[config.mk]
export PLATFORM = sky130hd
export DESIGN_NAME = store_drain_arbiter
export DESIGN_NICKNAME = d
export VERILOG_FILES = /design/src/rtl/store_drain_arbiter.sv
export SDC_FILE = /design/constraint.sdc
export NUM_CORES = 1
export LEC_CHECK = 0
export CORE_AREA = 2 2 181 183
export CTS_BUF_LIST = sky130_fd_sc_hd__clkbuf_4 sky130_fd_sc_hd__clkbuf_8
export DETAILED_ROUTE_END_ITERATION = 10
export DIE_AREA = 0 0 183 185
export GPL_TIMING_DRIVEN = 1
export PLACE_DENSITY = 0.63
export SYNTH_ARGS = -nofsm -noshare
export SYNTH_HDL_FRONTEND = slang
export SYNTH_SLANG_ARGS = --single-unit
[constraint.sdc]
create_clock -name clk -period 4.9 [get_ports clk]
set_input_delay 0.735 -clock clk [delete_from_list [all_inputs] [get_ports clk]]
set_output_delay 0.735 -clock clk [all_outputs]
set_load 0.01 [all_outputs]
[src/rtl/store_drain_arbiter.sv]
// Committed store buffer that drains to the single D-cache request port and
// shares that port with speculative loads (load priority, starvation/hazard/fence forcing).
module store_drain_arbiter #(
  parameter int SB_DEPTH     = 4,
  parameter int ADDR_W       = 32,
  parameter int DATA_W       = 32,
  parameter int STARVE_LIMIT = 4
) (
  input  logic              clk,
  input  logic              rst_n,
  input  logic              commit_store_valid,
  input  logic [ADDR_W-1:0] commit_store_addr,
  input  logic [DATA_W-1:0] commit_store_data,
  output logic              sb_full,
  output logic              sb_empty,
  input  logic              load_req_valid,
  input  logic [ADDR_W-1:0] load_req_addr,
  output logic              load_req_ready,
  input  logic              drain_req,
  output logic              cache_req_valid,
  output logic              cache_req_we,
  output logic [ADDR_W-1:0] cache_req_addr,
  output logic [DATA_W-1:0] cache_req_wdata,
  input  logic              cache_req_ready,
  output logic              overflow_err,
  output logic [1:0]        dbg_state
);

  localparam int PTR_W = $clog2(SB_DEPTH);
  localparam int CNT_W = PTR_W + 1;
  localparam int SC_W  = $clog2(STARVE_LIMIT + 1);

  typedef enum logic [1:0] {S_LOAD = 2'd0, S_STORE = 2'd1, S_DRAIN = 2'd2} state_t;

  logic [ADDR_W-1:0] sb_addr [SB_DEPTH];
  logic [DATA_W-1:0] sb_data [SB_DEPTH];
  logic [SB_DEPTH-1:0] sb_vld;
  logic [PTR_W-1:0]  head, tail;
  logic [CNT_W-1:0]  count;
  logic [SC_W-1:0]   starve_cnt, starve_nxt;
  state_t            state, state_nxt;
  logic              hazard, enq, load_sel, store_sel, load_hs, store_hs;

  assign sb_full   = (count == CNT_W'(SB_DEPTH));
  assign sb_empty  = (count == '0);
  assign enq       = commit_store_valid && !sb_full;
  assign dbg_state = state;

  // Word-granular match against every occupied entry; no forwarding, so a hit blocks the load.
  always_comb begin
    hazard = 1'b0;
    for (int i = 0; i < SB_DEPTH; i++) begin
      if (sb_vld[i] && (sb_addr[i][ADDR_W-1:2] == load_req_addr[ADDR_W-1:2])) hazard = 1'b1;
    end
    hazard = hazard && load_req_valid;
  end

  always_comb begin
    load_sel  = 1'b0;
    store_sel = 1'b0;
    case (state)
      S_LOAD: begin
        if (load_req_valid && !hazard) load_sel = 1'b1;
        else                           store_sel = !sb_empty;
      end
      S_STORE: store_sel = !sb_empty;
      S_DRAIN: store_sel = !sb_empty;
      default: store_sel = 1'b0;
    endcase

    cache_req_valid = load_sel || store_sel;
    cache_req_we    = store_sel;
    cache_req_addr  = '0;
    cache_req_wdata = '0;
    if (store_sel) begin
      cache_req_addr  = sb_addr[head];
      cache_req_wdata = sb_data[head];
    end else if (load_sel) begin
      cache_req_addr  = load_req_addr;
    end
    load_req_ready = load_sel && cache_req_ready;
    load_hs        = load_sel && cache_req_ready;
    store_hs       = store_sel && cache_req_ready;

    starve_nxt = starve_cnt;
    if (store_hs || sb_empty)                              starve_nxt = '0;
    else if (load_hs && starve_cnt != SC_W'(STARVE_LIMIT)) starve_nxt = starve_cnt + 1'b1;

    // The starvation test uses the post-update count so the store follows the limiting load directly.
    state_nxt = state;
    case (state)
      S_LOAD:  if (sb_full || starve_nxt == SC_W'(STARVE_LIMIT) || hazard) state_nxt = S_STORE;
      S_STORE: if (store_hs || sb_empty) state_nxt = S_LOAD;
      S_DRAIN: if (sb_empty && !drain_req) state_nxt = S_LOAD;
      default: state_nxt = S_LOAD;
    endcase
    if (drain_req) state_nxt = S_DRAIN;
  end

  always_ff @(posedge clk or negedge rst_n) begin
    if (!rst_n) begin
      state        <= S_LOAD;
      starve_cnt   <= '0;
      head         <= '0;
      tail         <= '0;
      count        <= '0;
      sb_vld       <= '0;
      overflow_err <= 1'b0;
    end else begin
      state      <= state_nxt;
      starve_cnt <= starve_nxt;
      if (commit_store_valid && sb_full) overflow_err <= 1'b1;
      if (store_hs) begin
        sb_vld[head] <= 1'b0;
        head         <= head + 1'b1;
      end
      if (enq) begin
        sb_vld[tail] <= 1'b1;
        tail         <= tail + 1'b1;
      end
      case ({enq, store_hs})
        2'b10:   count <= count + 1'b1;
        2'b01:   count <= count - 1'b1;
        default: count <= count;
      endcase
    end
  end

  // Payload storage needs no reset: occupancy is tracked by sb_vld/count.
  always_ff @(posedge clk) begin
    if (enq) begin
      sb_addr[tail] <= commit_store_addr;
      sb_data[tail] <= commit_store_data;
    end
  end

endmodule

==> results.md, run 1 <==
- Routed vias: 7254
- Post-route cell area: 15900 um^2
- Drt total wl: 31100 um
- Synth cell types: 36
- Worst slack, placed: roughly 0.11 ns
- Count leader, synth: edfxtp_1
- Die Y: 185 um
- Top post-synthesis cells by count: edfxtp_1, xnor2_1, mux4_2, inv_1, nand2_1
- Req. time, crit path: between 4 and 5 ns
- Multiplexer share of the synthesized area: approximately 14%
- Final RePlAce weighted congestion: 0.796
- Vias per std cell: 5.06
- CTS tree: done
- DR iter-0 viols: 684
- CTS buffer count: 47
- Register bit count reported by yosys: 273
- Post-Synth XOR/XNOR Area: 8.68%
- Starting Density: 39.4%
- Initial antenna violation count: 3
- Post-layout min period: 4.80 ns
- P&R area growth vs syn: 26.3%
- Worst Setup Slack, final: 0.0961 ns
- Synthesized netlist net count: slightly above 900
- Top-area cell type share of the netlist area: between 60% and 70%
- Post-synth EDFFs: 256
- Synth Warn #: 0
- DRC viols: 0
- CP peak stage delay: around 0.57 ns
- PD cells: 572 nW/um^2
- Setup CP Type: primary input to output pin
- Hold_buf cts: 0
- Yosys top cell by area: edfxtp_1
- Outcome: finished clean
- Post-DP HPWL: 21500 um
- Worst R2R Setup Slack: 1.64 ns
- Total I/O pin count: 174
- First-pass iteration count of the detailed router: 5
- Largest family of logic cells by synthesized area: multiplexers
- CTS clk-pin slew, worst paths: 0.06 ns
- Leak: 5.49 nW
- Placed insts: 1347
- Core Region: approximately 32000 um^2
- Synth Area in Simple Gates: 5.97%
- Worst slew pin tran: 0.832 ns
- PortBufs: 173
- Root buf cell: clkbuf_8
- Total gr overflow: 0
- Largest net degree at the start of global routing: 42
- Crit path depth: 12
- Cells along the critical path: clkdlybuf4s50_1 -> buf_4 -> xnor2_1 -> nand4_1 -> nor4_1 -> a22oi_2 -> a31oi_1 -> nor2_1 -> or3_4 -> buf_4 -> mux2i_1 -> clkdlybuf4s50_1
- DR WL/cell: 21.7 um
- Slowest-stage cell, CP: clkdlybuf4s50_1
- VDD IR max: 313 uV
- Worst EP arrival: 4.07 ns
- Worst hold stages: 1
- Final Total Pwr: 9.11 mW
- Final Max Slew Viols: 0
- Share of cells above drive strength 1: 18.6%
- Final ANT Viol Nets: 0
- Vias in the first global route: 7553
- F_max: 208 MHz
- Max capacitance violation total: 0
- Top post-synthesis cells by area: edfxtp_1, mux4_2, xnor2_1
- Crit. End Element: output pin
- GRT Resource Usage Total: 18.6%
- Synth Flop Type: edfxtp_1
- Global-route wire length before repair: 46700 um
- Htree depth: 2
- Final Hold Vio Count: 0
- Worst r2r path cells: 14
- Die Wd: approximately 180 um
- Post-synthesis compound-gate area fraction: 1.26%
- Sequential cell area fraction in the yosys report: 64.3%
- Hold Path Class: flip-flop to flip-flop
- Post-synthesis cell area: ~13000 um^2
- Final Setup Violations: 0
- Fill count: ~2700
- Worst setup SP type: primary input
- Post-Synth Adder-Cell Area: roughly 1.6%
- Die area: 33900 um^2
- Final Cycle Share: 98.0%
- Post-Syn Instances: 788
- CP Max Fanout: 14
- Setup Skew: between 0.03 and 0.04 ns
- Max clock buf depth: 3
- Clock sinks: 273
- Syn Area/Cell: 16.0 um^2
- Row count: 66
- Max_slew headroom: 44.3%
- Worst skew pair latency: between 0.5 and 0.6 ns
- Placed cell area: between 10000 and 15000 um^2
- WP buf/inv: 4
- Layout Nets: 1107
- Family with the most delay on the worst path: buffers and inverters
- Asr flop ratio synth: 6.23%
- Non-filler cells, final: 1435
-- flip-flops by register name, summed over array words and instances (netlist names) --
register and cells:
overflow_err 1, tail 2, starve_cnt 3, dbg_state 2
sb_data 128, sb_addr 128, head 2, sb_vld 4
count 3
-- metal layers --
layer	part of all wire [%]	global-route usage (%)	vias to the layer above
met5	0.14	0	-
met4	2.5	5.95	6
met3	8.0	5.17	58
met2	47	30.1	260
met1	42	24.6	3600
li1	-	-	3330
-- logic make-up after synthesis --
kind of cell | after synthesis
and+or+nand+nor | 143
AOI/OAI and AO/OA | 25
xor gates and xnor gates | 125
buffers and inverters | 107
muxes | 99
adders and majority gates | 16
DFF | 273
-- power by group --
group          internal (mW)  switching, mW  total, mW  leakage, nW
clock network           1.12          0.891       2.01        0.478
registers               3.08          0.320       3.40         2.54
logic                   1.97           1.73       3.70         2.47
-- area by class of cell --
class	count	area [um^2]	share of cell area (%)
Sequential cell	273	8120	51.0
Multi-Input combinational cell	408	4110	25.8
Timing Repair Buffer	207	2080	13.1
Clock buffer	62	766	4.81
Tap cell	408	510	3.20
Inverter	52	195	1.23
Clock inverter	24	150	0.943
Antenna cell	1	2.50	0.0157
-- final timing paths --
| kind | startpoint | to |
|---|---|---|
| setup / recovery | load_req_addr[12] | cache_req_addr[24] |
| hold / removal | overflow_err | overflow_err |
| setup reg to reg | sb_addr[0][22] | count[2] |
| hold reg to reg | overflow_err | overflow_err |
| max in group asynchronous | rst_n | head[0] |
| min in group asynchronous | rst_n | starve_cnt[2] |
-- worst register-to-register path: cells and delay by family, from the launching register on --
kind            cells  cell delay, ns
compound gates      2            0.41
flops               1            0.40
buf+inv             2            0.22
simple gates        5            0.96
fa+ha+maj           2            0.60
xor+xnor            3            0.58
-- cell usage in the layout, fill, tap and decap left out, drive strengths merged, types with 2 or more instances in the layout --
| cell | n |
|---|---|
| clkdlybuf4s50 | 165 |
| nand4 | 29 |
| o21ai | 5 |
| ha | 15 |
| a31oi | 6 |
| clkinv | 21 |
| nor2 | 15 |
| nand2 | 43 |
| edfxtp | 256 |
| nor2b | 35 |
| a21oi | 5 |
| a22oi | 2 |
| nand3 | 6 |
| nor4 | 8 |
| xor2 | 2 |
| a21o | 4 |
| mux2i | 34 |
| xnor2 | 123 |
| dfrtp | 17 |
| clkbuf | 62 |
| mux4 | 64 |
| dlymetal6s2s | 8 |
| bufinv | 2 |
| buf | 34 |
| inv | 52 |
-- per-stage QoR --
step / TNS, ns / hold WS [ns] / utilization (%)
floorplan: 0 / 0.439 / -
global placement: 0 / 0.454 / 46.5
detailed placement: 0 / 0.456 / 46.5
CTS: 0 / 0.474 / 49.3
global route: -0.140 / 0.477 / 49.7
finish: 0 / 0.468 / 49.7
-- what timing repair did --
item                                    4_1_cts  5_1_grt
resized for setup                             0       22
setup buffers                                 0        1
endpoints found under the setup margin        0       65
Power figures use the tool's default switching activity.
==> inputs of run 2 (changes only) <==
RECOVER_POWER = 25   (was not set)
SLEW_MARGIN = 30   (was not set)
==> run 2 against run 1 <==
  * Non-clock buffer count did not move
  * Combinational power barely moved
  * Critical path depth fell by 1
  * Via count rose by 0.25%
  * Power barely moved
  * Hold slack improved by 0.0035 ns
  * Maximum frequency rose by 0.16%
  * Register-to-register slack barely moved
  * Final cell count rose by 0.21%
  * Sequential share of layout area barely moved
  * Design area barely moved
  * Setup slack improved by 0.0074 ns
  * Critical path type unchanged
  * Largest cell class unchanged
==> results.md, run 2 (synthesis gave the netlist of run 1 again) <==
- Crit. End Element: output pin
- Hold Path Class: flip-flop to flip-flop
- F_max: 208 MHz
- Leak: 5.50 nW
- Hold_buf cts: 0
- Final Cycle Share: 97.9%
- Post-route cell area: roughly 16000 um^2
- Worst r2r path cells: 14
- Setup CP Type: primary input to output pin
- Share of cells above drive strength 1: 18.6%
- Worst R2R Setup Slack: 1.64 ns
- Max capacitance violation total: 0
- Post-DP HPWL: roughly 21000 um
- VDD IR max: 313 uV
- Setup Skew: 0.0339 ns
- Crit path capture: cache_req_addr[24]
- Root buf cell: clkbuf_8
- Core Region: between 30000 and 40000 um^2
- Met1 wire length: 13000 um
- CP Launch Point: load_req_addr[18]
- Final RePlAce weighted congestion: 0.796
- Outcome: finished clean
- Initial antenna violation count: 10
- First-pass iteration count of the detailed router: 5
- Worst skew pair latency: 0.55 ns
- Reg2reg end: count[2]
- CTS buffer count: 47
- Final ANT Viol Nets: 0
- DRC viols: 0
- CTS clk-pin slew, worst paths: 0.05 ns
- Largest net degree at the start of global routing: 42
- Final Total Pwr: 9.10 mW
- Placed insts: 1347
- Clock sinks: 273
- Fill count: between 2000 and 3000
- Met3 WL: 2520 um
- Final Max Slew Viols: 0
- Worst slew pin tran: ~0.83 ns
- Met2 wire length: 14600 um
- Total I/O pin count: between 150 and 200
- Worst setup SP type: primary input
- Total gr overflow: 0
- PD cells: 571 nW/um^2
- Most frequent cells in the layout: edfxtp_1, clkdlybuf4s50_1, xnor2_1, mux4_2
- Max_slew headroom: between 40% and 50%
- CTS tree: done
- DR iter-0 viols: 678
- Global-route wire length before repair: approximately 47000 um
- Drt total wl: 31100 um
- CP Max Fanout: 14
- Worst EP arrival: 4.06 ns
- Final Setup Violations: 0
- Htree depth: 2
- Max clock buf depth: 3
- Die Y: 185 um
- Req. time, crit path: 4.16 ns
- P&R area growth vs syn: 26.4%
- Die Wd: 183 um
- Max layer used: met5
- Starting Density: between 30% and 40%
- Row count: between 60 and 70
- Post-layout min period: 4.80 ns
- Final Hold Vio Count: 0
- Die area: ~34000 um^2
- Vias in the first global route: 7553
- Worst slack, placed: 0.108 ns
- Placed cell area: 14900 um^2
- Most common cell after layout, fill and taps aside: edfxtp_1
- Largest registers: sb_addr (128), sb_data (128), sb_vld (4)
- FF-to-FF Start: sb_addr[0][22]
- Layout Nets: 1107
- Non-filler cells, final: ~1400
- Routed vias: 7272
- GRT Resource Usage Total: 18.6%
- Setup TNS: 0 ns
- Vias per std cell: 5.06
- DR WL/cell: 21.6 um
- Worst Setup Slack, final: 0.103 ns
- PortBufs: 173
## run 2: worst min path at each step
stage                      start      endpoint  slack, ns  depth (start not counted)
global route        overflow_err  overflow_err       0.48                          1
CTS                 overflow_err  overflow_err       0.47                          1
global placement    overflow_err  overflow_err       0.45                          1
finish              overflow_err  overflow_err       0.47                          1
detailed placement  overflow_err  overflow_err       0.46                          1
floorplan                  rst_n      count[0]       0.44                          0
## run 2: stage by stage
step,hold slack (ns),util (%)
after global placement,0.454,46.5
after detailed placement,0.456,46.5
after global routing,0.477,49.7
after floorplan,0.439,-
after CTS,0.474,49.3
final,0.472,49.7
## run 2: routing by layer
layer  vias up  global-route usage, %
met5         -                      0
met4        10                   5.95
met3        65                   5.17
met2       275                   30.1
met1      3585                   24.6
li1       3337                      -
## run 2: power breakdown
part           switching (mW)  internal (mW)
combinational            1.73           1.96
sequential              0.320           3.08
clock                   0.889           1.12
## run 2: what timing repair did
| action | in CTS | in global routing |
|---|---|---|
| setup endpoints to repair | 0 | 65 |
| resized for setup | 0 | 22 |
| setup buffers | 0 | 1 |
## run 2: final cells by class
type | count | area, um^2 | area share [%]
Inverter | 52 | 195 | 1.22
Antenna cell | 4 | 10.0 | 0.0628
Clock buffer | 62 | 766 | 4.80
Clock inverter | 24 | 150 | 0.942
Timing Repair Buffer | 207 | 2080 | 13.1
Tap cell | 408 | 510 | 3.20
Sequential cell | 273 | 8120 | 50.9
Multi-Input combinational cell | 408 | 4110 | 25.8
## run 2: critical path, stage by stage
cell and delay [ns]:
clkdlybuf4s50_1 0.56, xnor2_1 0.37, nand4_1 0.15, nor4_1 0.35, a22oi_2 0.17, a31oi_1 0.22, nor2_1 0.09, or3_4 0.43
buf_4 0.24, mux2i_1 0.17, clkdlybuf4s50_1 0.57
==> inputs of run 3 (changes only) <==
ABC_CLOCK_PERIOD_IN_PS = 4900   (was not set)
==> results of run 3 <==
Final layout, timing and power as in run 2 (identical DEF).
==> RTL change, RTL diff (flow settings as in run 1) <==
Change the parameter `DATA_W` from 32 to 28.
--- a/src/rtl/store_drain_arbiter.sv
+++ b/src/rtl/store_drain_arbiter.sv
@@ -4,5 +4,5 @@
   parameter int SB_DEPTH     = 4,
   parameter int ADDR_W       = 32,
-  parameter int DATA_W       = 32,
+  parameter int DATA_W       = 28,
   parameter int STARVE_LIMIT = 4
 ) (
Interface: changed (resized cache_req_wdata and commit_store_data); port bits go from 174 to 166. The function was not compared with the original's and may differ.
==> RTL change against run 1 <==
- global-route usage fell by 1.0 points
- sequential cell count decreased by 16
- worst setup slack improved by 0.067 ns
- wire length shrank 5.0%
- maximum frequency rose by 1.4%
- area after synthesis shrank 4.5%
- clock skew fell by 0.019 ns
- combinational power is 12% higher
- synthesized cell count decreased by 2.8%
- hold slack got worse by 0.015 ns
- utilization down 2.7 points
- critical path depth down 1
- cell area decreased by 5.3%
- total power grew 2.0%
- largest cell class unchanged
==> RTL change: results (changes against run 1) <==
[synthesis]
synthMuxAreaShare_pct = 14.1  ; was 14.2%
synth_commonest_cells = 240 x edfxtp_1, 124 x xnor2_1, 60 x mux4_2  ; was 256 x edfxtp_1, 123 x xnor2_1, 64 x mux4_2
synth_cell_types = 42  ; was 36
synth_edf_count = 240  ; was 256
synthAdderAreaFrac_pct = 1.73  ; was 1.65%
syn_nets = 880  ; was 906
synth_area_per_cell_um2 = 15.7  ; was 16.0 um2
synth_seq_area_share_pct = 63.4  ; was 64.3%
synth_async_sr_flop_share_pct = 6.61  ; was 6.23%
synthXorXnorAreaFrac_pct = 9.17  ; was 8.68%
synthTopCellsByArea = edfxtp_1 60%, mux4_2 11%, xnor2_1 9.0%, dfrtp_1 3.5%, mux2i_1 2.7%  ; was edfxtp_1 61%, mux4_2 11%, xnor2_1 8.5%, dfrtp_1 3.4%, mux2i_1 2.7%

[worst_setup_path]
max_stage_delay_ns = 0.65  ; was 0.57 ns
worst-path-max-fanout = 18  ; was 14
arrival_ns = 4.00  ; was 4.07 ns
cp_slowest_cell = clkdlybuf4s50_1  ; unchanged

[final_layout]
nets = 1058  ; was 1107
reg_top3 = sb_addr: 128 flops, sb_data: 112 flops, sb_vld: 4 flops  ; was sb_addr: 128 flops, sb_data: 128 flops, sb_vld: 4 flops
layoutNonFillerInstCount = 1389  ; was 1435
drive_gt1_share_pct = 17.5  ; was 18.6%

[placed_design]
gp_congestion = 0.883  ; was 0.796
place_area_um2 = 14200  ; was 14900 um2
dp_slack_ns = 0.120  ; was 0.108 ns
dp_hpwl_um = 20200  ; was 21500 um

[pwr]
p_clk_mw = 1.92  ; was 2.01 mW
comb-power_mw = 4.14  ; was 3.70 mW
leakagePower_nw = 5.14  ; was 5.49 nW
intPower_mw = 6.17  ; about the same
ir_drop_v = 0.000381  ; was 0.000313 V
combPwrFrac_pct = 44.5  ; was 40.6%

[sta]
holdWs_ns = 0.453  ; was 0.468 ns
slew_headroom_pct = 38.4  ; was 44.3%

[clocking]
cts_buffers = 44  ; was 47
clkTransAtPathRegs_ns = 0.06  ; about the same

[drt]
vias_per_cell = 4.99  ; was 5.06
dr.pass1.iters = 4  ; was 5
routedWlPerCell_um = 21.3  ; was 21.7 um
drt_iter0_drc = 402  ; was 684

[grt]
grt_pass1_wl_um = 44100  ; was 46700 um
antenna_found_initial = 7  ; was 3
grt_max_degree = 47  ; was 42
grt_pass1_vias = 7378  ; was 7553
grtUsageTotal_pct = 17.6  ; was 18.6%

[outcome]
status = complete, no violations  ; unchanged

## RTL change: cell types whose count changed after synthesis, sizes merged, moves of 2 or more
| cell | run 1 | this run |
|---|---|---|
| edfxtp | 256 | 240 |
| nor2b | 35 | 30 |
| mux4 | 64 | 60 |
| a21oi | 5 | 8 |
| a21o | 4 | 2 |
| a311oi | 0 | 2 |
| a31oi | 6 | 4 |
| inv | 52 | 54 |
| nand2 | 43 | 41 |
## RTL change: layer usage
layer | routed length (um) | share of wire [%] | vias to the layer above | GRT usage [%]
met5 | 46 | 0.16 | - | 0
met4 | 597 | 2.0 | 6 | 4.80
met3 | 2700 | 9.1 | 52 | 6.39
met2 | 13500 | 46 | 254 | 28.0
met1 | 12700 | 43 | 3427 | 23.0
li1 | - | - | 3188 | -
## RTL change: final timing paths
kind	slack, ns	depth (start not counted)	start	endpoint
max in group asynchronous	3.53	1	rst_n	head[0]$_DFFE_PN0N_
min	0.45	1	overflow_err$_DFFE_PN0P_	overflow_err$_DFFE_PN0P_
max reg2reg	1.87	13	sb_addr[3][7]$_DFFE_PP_	count[2]$_DFFE_PN0P_
max	0.16	11	load_req_addr[3]	cache_req_addr[20]
min in group asynchronous	0.70	1	rst_n	overflow_err$_DFFE_PN0P_
min reg2reg	0.45	1	overflow_err$_DFFE_PN0P_	overflow_err$_DFFE_PN0P_
## RTL change: final cells by class
| class | instances | area [um2] |
|---|---|---|
| Antenna cell | 3 | 7.51 |
| Clock buffer | 63 | 767 |
| Clock inverter | 17 | 109 |
| Fill cell | 2853 | 17000 |
| Inverter | 54 | 203 |
| Multi-Input combinational cell | 400 | 3930 |
| Sequential cell | 257 | 7640 |
| Tap cell | 408 | 510 |
| Timing Repair Buffer | 187 | 1920 |
